### src/rtl/jtcps1_cpu_sdram_slot.sv
// SDRAM access slot for the 68000: turns ROM/RAM/VRAM chip selects into single-word
// SDRAM requests and returns data/ok. Define JTCPS1_ROMCACHE_EN for a 4-entry ROM read cache.
module jtcps1_cpu_sdram_slot #(
  parameter logic [21:0] RAM_OFFSET  = 22'h30_0000,
  parameter logic [21:0] VRAM_OFFSET = 22'h31_0000,
  parameter logic [21:0] ROM_OFFSET  = 22'h00_0000
) (
  input  logic        clk,
  input  logic        rst,
  input  logic        rom_cs,
  input  logic [20:0] rom_addr,
  input  logic        ram_cs,
  input  logic        vram_cs,
  input  logic [16:0] addr,
  input  logic        UDSWn,
  input  logic        LDSWn,
  input  logic [15:0] cpu_dout,
  output logic [15:0] rom_data,
  output logic        rom_ok,
  output logic [15:0] ram_data,
  output logic        ram_ok,
  output logic        sdram_req,
  output logic [21:0] sdram_addr,
  output logic        sdram_we,
  output logic [1:0]  sdram_wrmask,
  output logic [15:0] sdram_din,
  input  logic        sdram_ack,
  input  logic        sdram_rdy,
  input  logic [15:0] sdram_dout
);

  typedef enum logic [1:0] {IDLE, REQ, WAIT, DONE} state_t;
  state_t state, nxt;

  logic        ram_sel, cur_vram, rom_hit, ram_hit, need_ram, need_rom;
  logic        start, start_rom, start_we, cache_load, done;
  logic        tgt_rom, tgt_vram, rom_valid, ram_valid, ram_vram_l;
  logic [20:0] rom_addr_l, req_rom_addr;
  logic [16:0] ram_addr_l, req_ram_addr;
  logic [21:0] start_addr;
  logic        cache_hit;
  logic [15:0] cache_rd;

  assign ram_sel  = ram_cs | vram_cs;
  assign cur_vram = vram_cs & ~ram_cs;
  // ok is a live compare so it drops in the same cycle cs or the address moves
  assign rom_hit  = rom_valid && (rom_addr_l == rom_addr);
  assign ram_hit  = ram_valid && (ram_addr_l == addr) && (ram_vram_l == cur_vram);
  assign rom_ok   = rom_cs & rom_hit;
  assign ram_ok   = ram_sel & ram_hit;
  assign need_ram = ram_sel & ~ram_hit;
  assign need_rom = rom_cs & ~rom_hit & ~cache_hit;
  assign done     = sdram_rdy && (state == WAIT || (state == REQ && sdram_ack));
  assign start_we = ~start_rom & ~(UDSWn & LDSWn);
  assign start_addr = start_rom ? ROM_OFFSET + {1'b0, rom_addr}
                    : (cur_vram ? VRAM_OFFSET : RAM_OFFSET) + {5'd0, addr};

`ifdef JTCPS1_ROMCACHE_EN
  logic [3:0]  cache_vld;
  logic [18:0] cache_tag [4];
  logic [15:0] cache_dat [4];

  assign cache_hit = cache_vld[rom_addr[1:0]] && (cache_tag[rom_addr[1:0]] == rom_addr[20:2]);
  assign cache_rd  = cache_dat[rom_addr[1:0]];

  always_ff @(posedge clk) begin
    if (rst) cache_vld <= '0;
    else if (done && tgt_rom) cache_vld[req_rom_addr[1:0]] <= 1'b1;
  end

  always_ff @(posedge clk) begin
    if (done && tgt_rom) begin
      cache_tag[req_rom_addr[1:0]] <= req_rom_addr[20:2];
      cache_dat[req_rom_addr[1:0]] <= sdram_dout;
    end
  end
`else
  assign cache_hit = 1'b0;
  assign cache_rd  = 16'h0000;
`endif

  always_ff @(posedge clk) begin
    if (rst) state <= IDLE;
    else     state <= nxt;
  end

  always_comb begin
    nxt        = state;
    start      = 1'b0;
    start_rom  = 1'b0;
    cache_load = 1'b0;
    sdram_req  = 1'b0;
    case (state)
      IDLE: begin
        if (need_ram) begin
          start = 1'b1;
          nxt   = REQ;
        end else if (need_rom) begin
          start     = 1'b1;
          start_rom = 1'b1;
          nxt       = REQ;
        end else if (rom_cs && !rom_hit && cache_hit) begin
          cache_load = 1'b1;
        end
      end
      REQ: begin
        sdram_req = 1'b1;
        if (sdram_ack) nxt = sdram_rdy ? DONE : WAIT;
        else if (tgt_rom ? !rom_cs : !ram_sel) nxt = IDLE;
      end
      WAIT:    if (sdram_rdy) nxt = DONE;
      DONE:    nxt = IDLE;
      default: nxt = IDLE;
    endcase
  end

  always_ff @(posedge clk) begin
    if (rst) begin
      sdram_addr   <= '0;
      sdram_we     <= 1'b0;
      sdram_wrmask <= 2'b00;
      sdram_din    <= '0;
      rom_data     <= '0;
      ram_data     <= '0;
      rom_valid    <= 1'b0;
      ram_valid    <= 1'b0;
      tgt_rom      <= 1'b0;
      tgt_vram     <= 1'b0;
      ram_vram_l   <= 1'b0;
      rom_addr_l   <= '0;
      ram_addr_l   <= '0;
      req_rom_addr <= '0;
      req_ram_addr <= '0;
    end else begin
      // a released select forgets its result so the next CPU cycle is a fresh access
      if (!rom_cs)  rom_valid <= 1'b0;
      if (!ram_sel) ram_valid <= 1'b0;
      if (start) begin
        sdram_addr   <= start_addr;
        sdram_we     <= start_we;
        sdram_wrmask <= {UDSWn, LDSWn};
        sdram_din    <= cpu_dout;
        tgt_rom      <= start_rom;
        tgt_vram     <= cur_vram;
        req_rom_addr <= rom_addr;
        req_ram_addr <= addr;
      end
      if (cache_load) begin
        rom_data   <= cache_rd;
        rom_addr_l <= rom_addr;
        rom_valid  <= 1'b1;
      end
      if (done) begin
        if (tgt_rom) begin
          rom_data   <= sdram_dout;
          rom_addr_l <= req_rom_addr;
          rom_valid  <= rom_cs;
        end else begin
          if (!sdram_we) ram_data <= sdram_dout;
          ram_addr_l <= req_ram_addr;
          ram_vram_l <= tgt_vram;
          ram_valid  <= ram_sel;
        end
      end
    end
  end

endmodule

### config.mk
export PLATFORM = sky130hd
export DESIGN_NAME = jtcps1_cpu_sdram_slot
export DESIGN_NICKNAME = d
export VERILOG_FILES = /design/src/rtl/jtcps1_cpu_sdram_slot.sv
export SDC_FILE = /design/constraint.sdc
export NUM_CORES = 1
export LEC_CHECK = 0
export BUFFER_PORTS_ARGS = -buffer_cell sky130_fd_sc_hd__buf_4
export CAP_MARGIN = 20
export CORE_AREA = 8 8 118 120
export DETAILED_ROUTE_END_ITERATION = 10
export DIE_AREA = 0 0 126 128
export PLACE_DENSITY_LB_ADDON = 0.25
export SLEW_MARGIN = 20
export SYNTH_ARGS = -nofsm -noshare
export SYNTH_HDL_FRONTEND = slang
export SYNTH_SLANG_ARGS = --single-unit
### constraint.sdc
create_clock -name clk -period 2.5 [get_ports clk]
set_input_delay 0.375 -clock clk [delete_from_list [all_inputs] [get_ports clk]]
set_output_delay 0.375 -clock clk [all_outputs]
set_load 0.005 [all_outputs]
==> run metrics, run 1 <==
run status complete, no violations; DRC violations left 0; Starting Density 0.513; CP Launch Type flop; worst hold path cell count 2; PortBufs 154; reg2reg start ram_addr_l[9]; TNS Setup 0 ps; first-pass GRT wire length 28600 µm; CP required 2120 ps; Worst Hold Endpoint sdram_we; synth unique cells 38; achievable clock frequency 437 MHz; register area share after synthesis 0.498; hold buffer count at cts 0; Pwr Density about 760 nW/µm²; sequential power share 0.443; CP Class reg2out; Total Wirelength 17600 µm; WP depth 6; antenna violations before repair 1; syn_nets between 800 and 900; die extent in y ~130 µm; cts repair resizes 0; DR iter-0 viols 469; most frequent cells in the layout 259 x nand2_1, 168 x buf_4, 156 x dfxtp_1; H-tree Lvls 4; Clock Power Share 0.412; clk_skew 7.71 ps; Placed Instances about 1.1k; R2R cell count 8; relative slew slack 0.616; CTS tree yes; Final Hold Fails 0; vias in the first global route 5542; Die Wd 126 µm; Via Count about 5.7k; VDD IR max between 0.3 and 0.4 mV; leakage power approximately 3.3 nW; routability cong. between 0.7 and 0.8; Post-CTS Setup Inserts 0; CP Capture Type output port; worst path cell trace xor2_1, a2111o_1, a2111oi_4, nand2_1, nor2_1, buf_4; TritonCTS Sinks ~160; Avg Inst Size Synth 7.91 µm²; final cycle utilization of the critical path 0.914; RSZ-0062 raised after global routing false; Layout area overhead 30.2%; Syn Inst Count around 800; Via density 5.24; Placeable Area 12200 µm²; post-route minimum period 2290 ps; cts bufs inserted 17; maximum number of pins on one net before global-route repair 78; Die ar. 16100 µm²; flop-to-flop setup slack 280 ps; FF-to-FF End sdram_addr[1]; combinational share of power 0.145; crit path max fanout 2; Root Driver clkbuf_16; cell family with most CP delay compound AO/OA/AOI/OAI gates; type of the worst min-delay path in2reg; sw frac 0.254; clk slew on worst S/H paths 60 ps; Syn Std Cell Area 6270 µm²; fillers ~1.1k; Total Routing Usage GR 0.220; number of synthesized register bits around 160; dominant synthesized flop cell dfxtp_1; buffer and inverter count on the worst path 1; DP HPWL 12300 µm; ys async rst share 0; share of layout cells above drive strength 1 0.242; IO Pins 155; synth warn 0; first-pass iteration count of the detailed router 4; WL per Instance 16.1 µm; Worst Path Arrival 1910 ps; switching pwr 1.57 mW; CP max stage delay 410 ps; overflow left after global routing 0; most common cell after layout, fill and taps aside nand2_1; final non-filler cell total 1096; actual slew at the worst max-slew pin roughly 580 ps; Slowest-stage cell, CP a2111o_1; number of flops mapped to enable cells by yosys 0; Final Setup Violations 0; Worst-Skew Late Latency 420 ps; max cap viols 0; Final ANT Viol Nets 0; beginning of the worst hold path UDSWn; layout net count 1012; clock buffer depth 2; Slew Limit Fails 0; Int Power roughly 4.6 mW; Rows 41
metrics by stage:
stage	power (mW)	utilization	area, µm²	worst slack [ps]	hold slack (ps)
2_1_floorplan	3.26	-	6270	279	432
3_3_place_gp	3.66	0.620	7570	132	438
3_5_place_dp	3.68	0.620	7570	83.1	444
4_1_cts	6.20	0.668	8160	190	162
5_1_grt	6.41	0.669	8160	56.2	166
6_report	6.17	0.669	8160	214	172
power groups by stage:
| stage | Sequential, mW | Combinational (mW) | Clock [mW] |
|---|---|---|---|
| after global placement | 2.78 | 0.878 | 0 |
| after detailed placement | 2.78 | 0.893 | 0 |
| after floorplan | 2.78 | 0.481 | 0 |
| after global routing | 2.75 | 0.990 | 2.67 |
| after CTS | 2.73 | 0.898 | 2.57 |
| final | 2.73 | 0.895 | 2.54 |
metal layers:
layer / wire length [µm] / vias up / part of all wire / GRT usage
met3: 1520 / 20 / 0.086 / 0.0653
met1: 7840 / 2649 / 0.44 / 0.279
li1: - / 2870 / - / -
met2: 7970 / 208 / 0.45 / 0.349
met4: 291 / 0 / 0.017 / 0.0786
met5: 0 / - / 0 / 0
sequential cells by signal, summed over array words and instances (netlist names), 2 cells and up, named ones only:
register      flops
rom_data         16
sdram_addr       22
ram_data         16
req_rom_addr     21
req_ram_addr     17
sdram_wrmask      2
sdram_din        16
ram_addr_l       17
rom_addr_l       21
how the worst max path moves through the flow:
stage | to | slack [ps] | from
after CTS | ram_ok | 190 | ram_addr_l[9]
final | ram_ok | 210 | ram_addr_l[9]
after floorplan | sdram_addr[5] | 280 | addr[9]
after detailed placement | sdram_addr[14] | 80 | addr[9]
after global placement | sdram_addr[17] | 130 | addr[9]
after global routing | ram_ok | 60 | ram_addr_l[9]
Yosys cell counts (2+ instances only):
library cell    n  area [µm²]
inv_1           7        26.3
buf_6           6        67.6
clkbuf_1       38         143
xnor2_1        29         254
or2_2           2        12.5
nor3b_1         4        30.0
a21oi_1       132         661
buf_4           2        15.0
nand2b_1        3        18.8
a311oi_1        2        17.5
nor2b_1         8        50.1
nand4_1         7        43.8
nor3_1         20         100
buf_2           5        25.0
dfxtp_1       156        3120
nor2_1         66         248
xor2_1          6        52.6
a211oi_1        3        22.5
nand2_1       259         972
a32o_1          2        20.0
mux2_2         16         180
nor4_1          3        18.8
cells by family after synthesis:
logic type / count (synthesis) / share of synthesized area
simple gates: 375 / 0.241
mux: 16 / 0.0287
flops: 156 / 0.498
fa+ha+maj: 1 / 0.00200
xor+xnor: 35 / 0.0489
buf+inv: 59 / 0.0447
compound gates: 150 / 0.136
layout make-up:
cell class | instances | area [µm²] | share of cell area
Clock buffer | 21 | 470 | 0.0576
Timing Repair Buffer | 173 | 1360 | 0.167
Multi-Input combinational cell | 577 | 2880 | 0.352
Sequential cell | 156 | 3120 | 0.383
Antenna cell | 1 | 2.50 | 0.000307
Tap cell | 150 | 188 | 0.0230
Clock inverter | 11 | 118 | 0.0144
Inverter | 7 | 26.3 | 0.00322
worst register-to-register path, stage by stage, from the launching register on:
cell and delay, ps:
dfxtp_1 310, xor2_1 140, a2111o_1 410, a2111oi_4 290
o211ai_4 170, o21ai_2 120, buf_12 200, mux2_2 350
nor3_1 150
No activity file was read; power rests on OpenSTA's default activity.
==> inputs of run 2 (changes only) <==
- RECOVER_POWER: default -> 100
==> run 2 against run 1 <==
  * Fmax shrank 0.95%
  * Sequential cell count is the same
  * Critical path depth is 2 higher
  * Sequential power hardly changed
  * Core utilization shrank 1.1 points
  * Clock power is essentially flat
  * Power fell by 0.66%
  * Wire length barely moved
  * Non-clock buffer count did not move
  * Register-to-register slack got worse by 90 ps
  * Critical path type is now reg2reg
==> run metrics, run 2 (synthesis results as in run 1) <==
TritonCTS Sinks 156; clk slew on worst S/H paths 60 ps; Pwr Density 763 nW/µm²; PortBufs 154; achievable clock frequency 433 MHz; WL per Instance ~16 µm; cts bufs inserted 17; TNS Setup 0 ps; reg2reg start ram_addr_l[9]; type of the worst min-delay path in2reg; cts repair resizes 0; post-route minimum period 2310 ps; WHS 173 ps; beginning of the worst hold path UDSWn; Worst Path Arrival approximately 2600 ps; most frequent cells in the layout 259 x nand2_1, 156 x dfxtp_1, 132 x a21oi_1; CTS tree yes; run status complete, no violations; Worst-Skew Late Latency 420 ps; clk_skew 7.64 ps; actual slew at the worst max-slew pin around 870 ps; DR iter-0 viols slightly below 500; R2R cell count 8; final cycle utilization of the critical path 0.923; IO Pins 155; Worst Hold Endpoint sdram_we; DRC violations left 0; hold buffer count at cts 0; Final Setup Violations 0; routability cong. 0.775; Sequential Area around 3100 µm²; max cap viols 0; first-pass iteration count of the detailed router 5; DP HPWL 12300 µm; max reg flops 22; CP Launch Type flop; Starting Density 0.513; first-pass GRT wire length between 20000 and 30000 µm; CP Capture Type flop; FF-to-FF End req_rom_addr[2]; CP required 2780 ps; RSZ-0062 raised after global routing false; overflow left after global routing 0; fillers 1123; leakage power 3.18 nW; Largest regs sdram_addr: 22 flops, req_rom_addr: 21 flops, rom_addr_l: 21 flops; Total Wirelength around 18000 µm; most common cell after layout, fill and taps aside nand2_1; Final ANT Viol Nets 0; DP Area 7570 µm²; layout net count 1012; Rows 41; Final Hold Fails 0; share of layout cells above drive strength 1 0.207; area of the multi-input gates 2880 µm²; Via density 5.27; H-tree Lvls 4; maximum number of pins on one net before global-route repair between 70 and 80; antenna violations before repair 1; Root Driver clkbuf_16; Die Wd about 130 µm; Slew Limit Fails 0; Top reg by flops sdram_addr; Total Routing Usage GR 0.220; flop-to-flop setup slack ~190 ps; Via Count 5778; Placeable Area 12200 µm²; worst hold path cell count 2; Die ar. 16100 µm²; die extent in y 128 µm; clock buffer depth 2; relative slew slack 0.422; Finished Cell Area 8030 µm²; Layout area overhead 28.1%; crit path max fanout 40; Post-CTS Setup Inserts 0; CP Class reg2reg; VDD IR max 0.386 mV; vias in the first global route 5542
==> run 2: where the power goes <==
group | internal (mW) | switching [mW]
Clock | 1.54 | 0.997
Sequential | 2.64 | 0.0854
Combinational | 0.374 | 0.482
Total | 4.56 | 1.57
==> run 2: metrics by stage <==
step,setup WS (ps),cells,total power [mW],util
2_1_floorplan,279,792,3.26,-
3_3_place_gp,132,1063,3.66,0.620
3_5_place_dp,83.1,1063,3.68,0.620
4_1_cts,190,1095,6.20,0.668
5_1_grt,34.6,1096,6.37,0.658
6_report,192,1096,6.13,0.658
==> run 2: layout make-up <==
cell class                 count  share of cell area
tap                          150              0.0234
timing repair buffer         173               0.153
multi-input combinational    577               0.358
clock buffer                  21              0.0586
clock inverter                11              0.0146
inverter                       7             0.00327
sequential                   156               0.389
antenna                        1            0.000312
==> run 2: critical path, cell delays in order (launching register included) <==
cell and delay [ps]:
dfxtp_1 310, xor2_1 140, a2111o_1 410, a2111oi_4 290, o211ai_4 170, a21bo_1 310, buf_4 320, nand2_1 130
a21oi_1 70
==> run 2: worst max-delay path by stage <==
stage / start / to / slack [ps] / cells past startpoint
2_1_floorplan: addr[9] / sdram_addr[5] / 280 / 8
3_3_place_gp: addr[9] / sdram_addr[17] / 130 / 9
3_5_place_dp: addr[9] / sdram_addr[14] / 80 / 9
4_1_cts: ram_addr_l[9] / ram_ok / 190 / 6
5_1_grt: ram_addr_l[9] / ram_ok / 30 / 6
6_report: ram_addr_l[9] / req_rom_addr[2] / 190 / 8
==> run 2: routing by layer <==
metal / GRT usage / vias to the layer above / part of all wire
met4: 0.0786 / 0 / 0.016
met1: 0.279 / 2677 / 0.45
li1: - / 2878 / -
met3: 0.0653 / 19 / 0.079
met2: 0.349 / 204 / 0.45
met5: 0 / - / 0
==> inputs of run 3 (changes only) <==
- BUFFER_PORTS_ARGS: -buffer_cell sky130_fd_sc_hd__buf_4 -> -buffer_cell sky130_fd_sc_hd__buf_2
- CORE_AREA: 8 8 118 120 -> 10 10 120 122
- DIE_AREA: 0 0 126 128 -> 0 0 130 132
==> run 3 against run 2 <==
  * Clock skew about the same
  * Largest cell class unchanged
  * Largest power group unchanged
  * Highest routed layer unchanged
  * Setup slack gained 6.5 ps
  * Global-route usage is 1.9 points lower
  * Sequential share of layout area grew 1.8 points
  * Clock-buffer cell count rose by 1
  * Register-to-register slack improved by 60 ps
==> run metrics, run 3 (synthesis results as in run 1) <==
Total Routing Usage GR 0.201; Die ar. 17200 µm²; type of the worst min-delay path in2reg; Starting Density 0.526; CP required about 2100 ps; Placed Instances 1060; TritonCTS Sinks 156; TNS Setup 0 ps; clk slew on worst S/H paths 60 ps; worst setup path start ram_addr_l[9]; Layout area overhead 22.6%; Rows 40; run status complete, no violations; most frequent cells in the layout 259 x nand2_1, 156 x dfxtp_1, 132 x a21oi_1; vias in the first global route ~5.4k; flop-to-flop setup slack 250 ps; switching pwr between 1.5 and 2 mW; antenna violations before repair 1; DP HPWL 12500 µm; combinational share of power 0.129; R2R cell count 8; Worst-Skew Late Latency 430 ps; Via Count 5685; WHS ~170 ps; Final Hold Fails 0; Pwr Density 796 nW/µm²; final non-filler cell total 1093; die extent in y 132 µm; Finished Cell Area between 7000 and 8000 µm²; max cap viols 0; Slew Limit Fails 0; pre-CTS setup slack 46.9 ps; maximum number of pins on one net before global-route repair 69; DR iter-0 viols 422; Total Wirelength 17600 µm; CTS tree yes; Core Util, Final 0.645; Largest regs sdram_addr: 22 flops, req_rom_addr: 21 flops, rom_addr_l: 21 flops; actual slew at the worst max-slew pin 999 ps; leakage power 2.98 nW; Root Driver clkbuf_16; post-route minimum period 2300 ps; IO Pins approximately 160; sequential power share 0.446; cts bufs inserted 17; VDD IR max 0.461 mV; RSZ-0062 raised after global routing false; crit path max fanout 2; fillers between 1k and 1.5k; Final Setup Violations 0; sw frac 0.257; overflow left after global routing 0; Die Wd 130 µm; final cycle utilization of the critical path 0.921; beginning of the worst hold path UDSWn; relative slew slack 0.334; hold buffer count at cts 0; first-pass iteration count of the detailed router 5; worst setup margin between 150 and 200 ps; FF-to-FF End sdram_din[1]; worst hold path cell count 2; share of layout cells above drive strength 1 0.172; CP Class reg2out; layout net count ~1.0k; CP Capture Type output port; Int Power 4.55 mW; Post-CTS Setup Inserts 0; Worst Path Arrival 1930 ps; first-pass GRT wire length 27900 µm; Clock Power Share 0.425; Top reg by flops sdram_addr; Final ANT Viol Nets 0; CP Launch Type flop; max reg flops 22; Worst Hold Endpoint sdram_we; most common cell after layout, fill and taps aside nand2_1; H-tree Lvls 4; PortBufs between 150 and 200; DP Area 7190 µm²; routability cong. 0.783; reg2reg start ram_addr_l[9]; DRC violations left 0; WL per Instance 16.1 µm; Final Power 6.12 mW; cts repair resizes 0; Via density 5.20; clk_skew 7.81 ps; Placeable Area 11900 µm²; clock buffer depth 2; achievable clock frequency 434 MHz
==> run 3: changes by cell type in the layout (fill, tap and decap cells not counted) <==
| cell | before | now |
|---|---|---|
| buf_2 | 0 | 88 |
| buf_4 | 89 | 9 |
| clkbuf_4 | 47 | 0 |
| clkbuf_1 | 32 | 65 |
| clkbuf_2 | 2 | 6 |
| clkinvlp_4 | 2 | 5 |
| clkbuf_8 | 3 | 5 |
| clkinv_2 | 5 | 3 |
| clkinv_4 | 2 | 0 |
| buf_1 | 0 | 1 |
| or2_1 | 1 | 0 |
| or2_2 | 1 | 2 |
==> run 3: area by class of cell <==
class                      instances  area [µm²]  area share
antenna                            1        2.50    0.000326
clock buffer                      22         494      0.0643
clock inverter                    10         113      0.0147
inverter                           7        26.3     0.00342
multi-input combinational        577        2880       0.374
sequential                       156        3120       0.406
tap                              147         184      0.0239
timing repair buffer             173         866       0.113
==> run 3: power groups by stage <==
| stage | Combinational, mW | Clock [mW] | Sequential [mW] |
|---|---|---|---|
| final | 0.789 | 2.60 | 2.73 |
| after global routing | 0.887 | 2.73 | 2.75 |
| after CTS | 0.819 | 2.63 | 2.73 |
| after detailed placement | 0.814 | 0 | 2.78 |
| after global placement | 0.802 | 0 | 2.78 |
| after floorplan | 0.481 | 0 | 2.78 |
==> run 3: worst max path at each step <==
stage                    endpoint  slack, ps  depth (start not counted)
floorplan           sdram_addr[5]        280                          8
global placement    sdram_addr[6]        130                          9
detailed placement  sdram_addr[3]         50                          9
CTS                        ram_ok        200                          6
global route         sdram_din[5]         80                          8
finish                     ram_ok        200                          6
==> run 3: metal layers <==
layer / part of all wire / track usage
met5: 0 / 0
met4: 0.016 / 0.0669
met3: 0.075 / 0.0575
met2: 0.44 / 0.307
met1: 0.47 / 0.266
==> run 3: worst max-delay path, stage by stage, from the launching register on <==
cell and delay [ps]:
dfxtp_1 320, xor2_1 140, a2111o_1 420, a2111oi_4 290, nand2_1 90, nor2_1 100, clkbuf_1 150
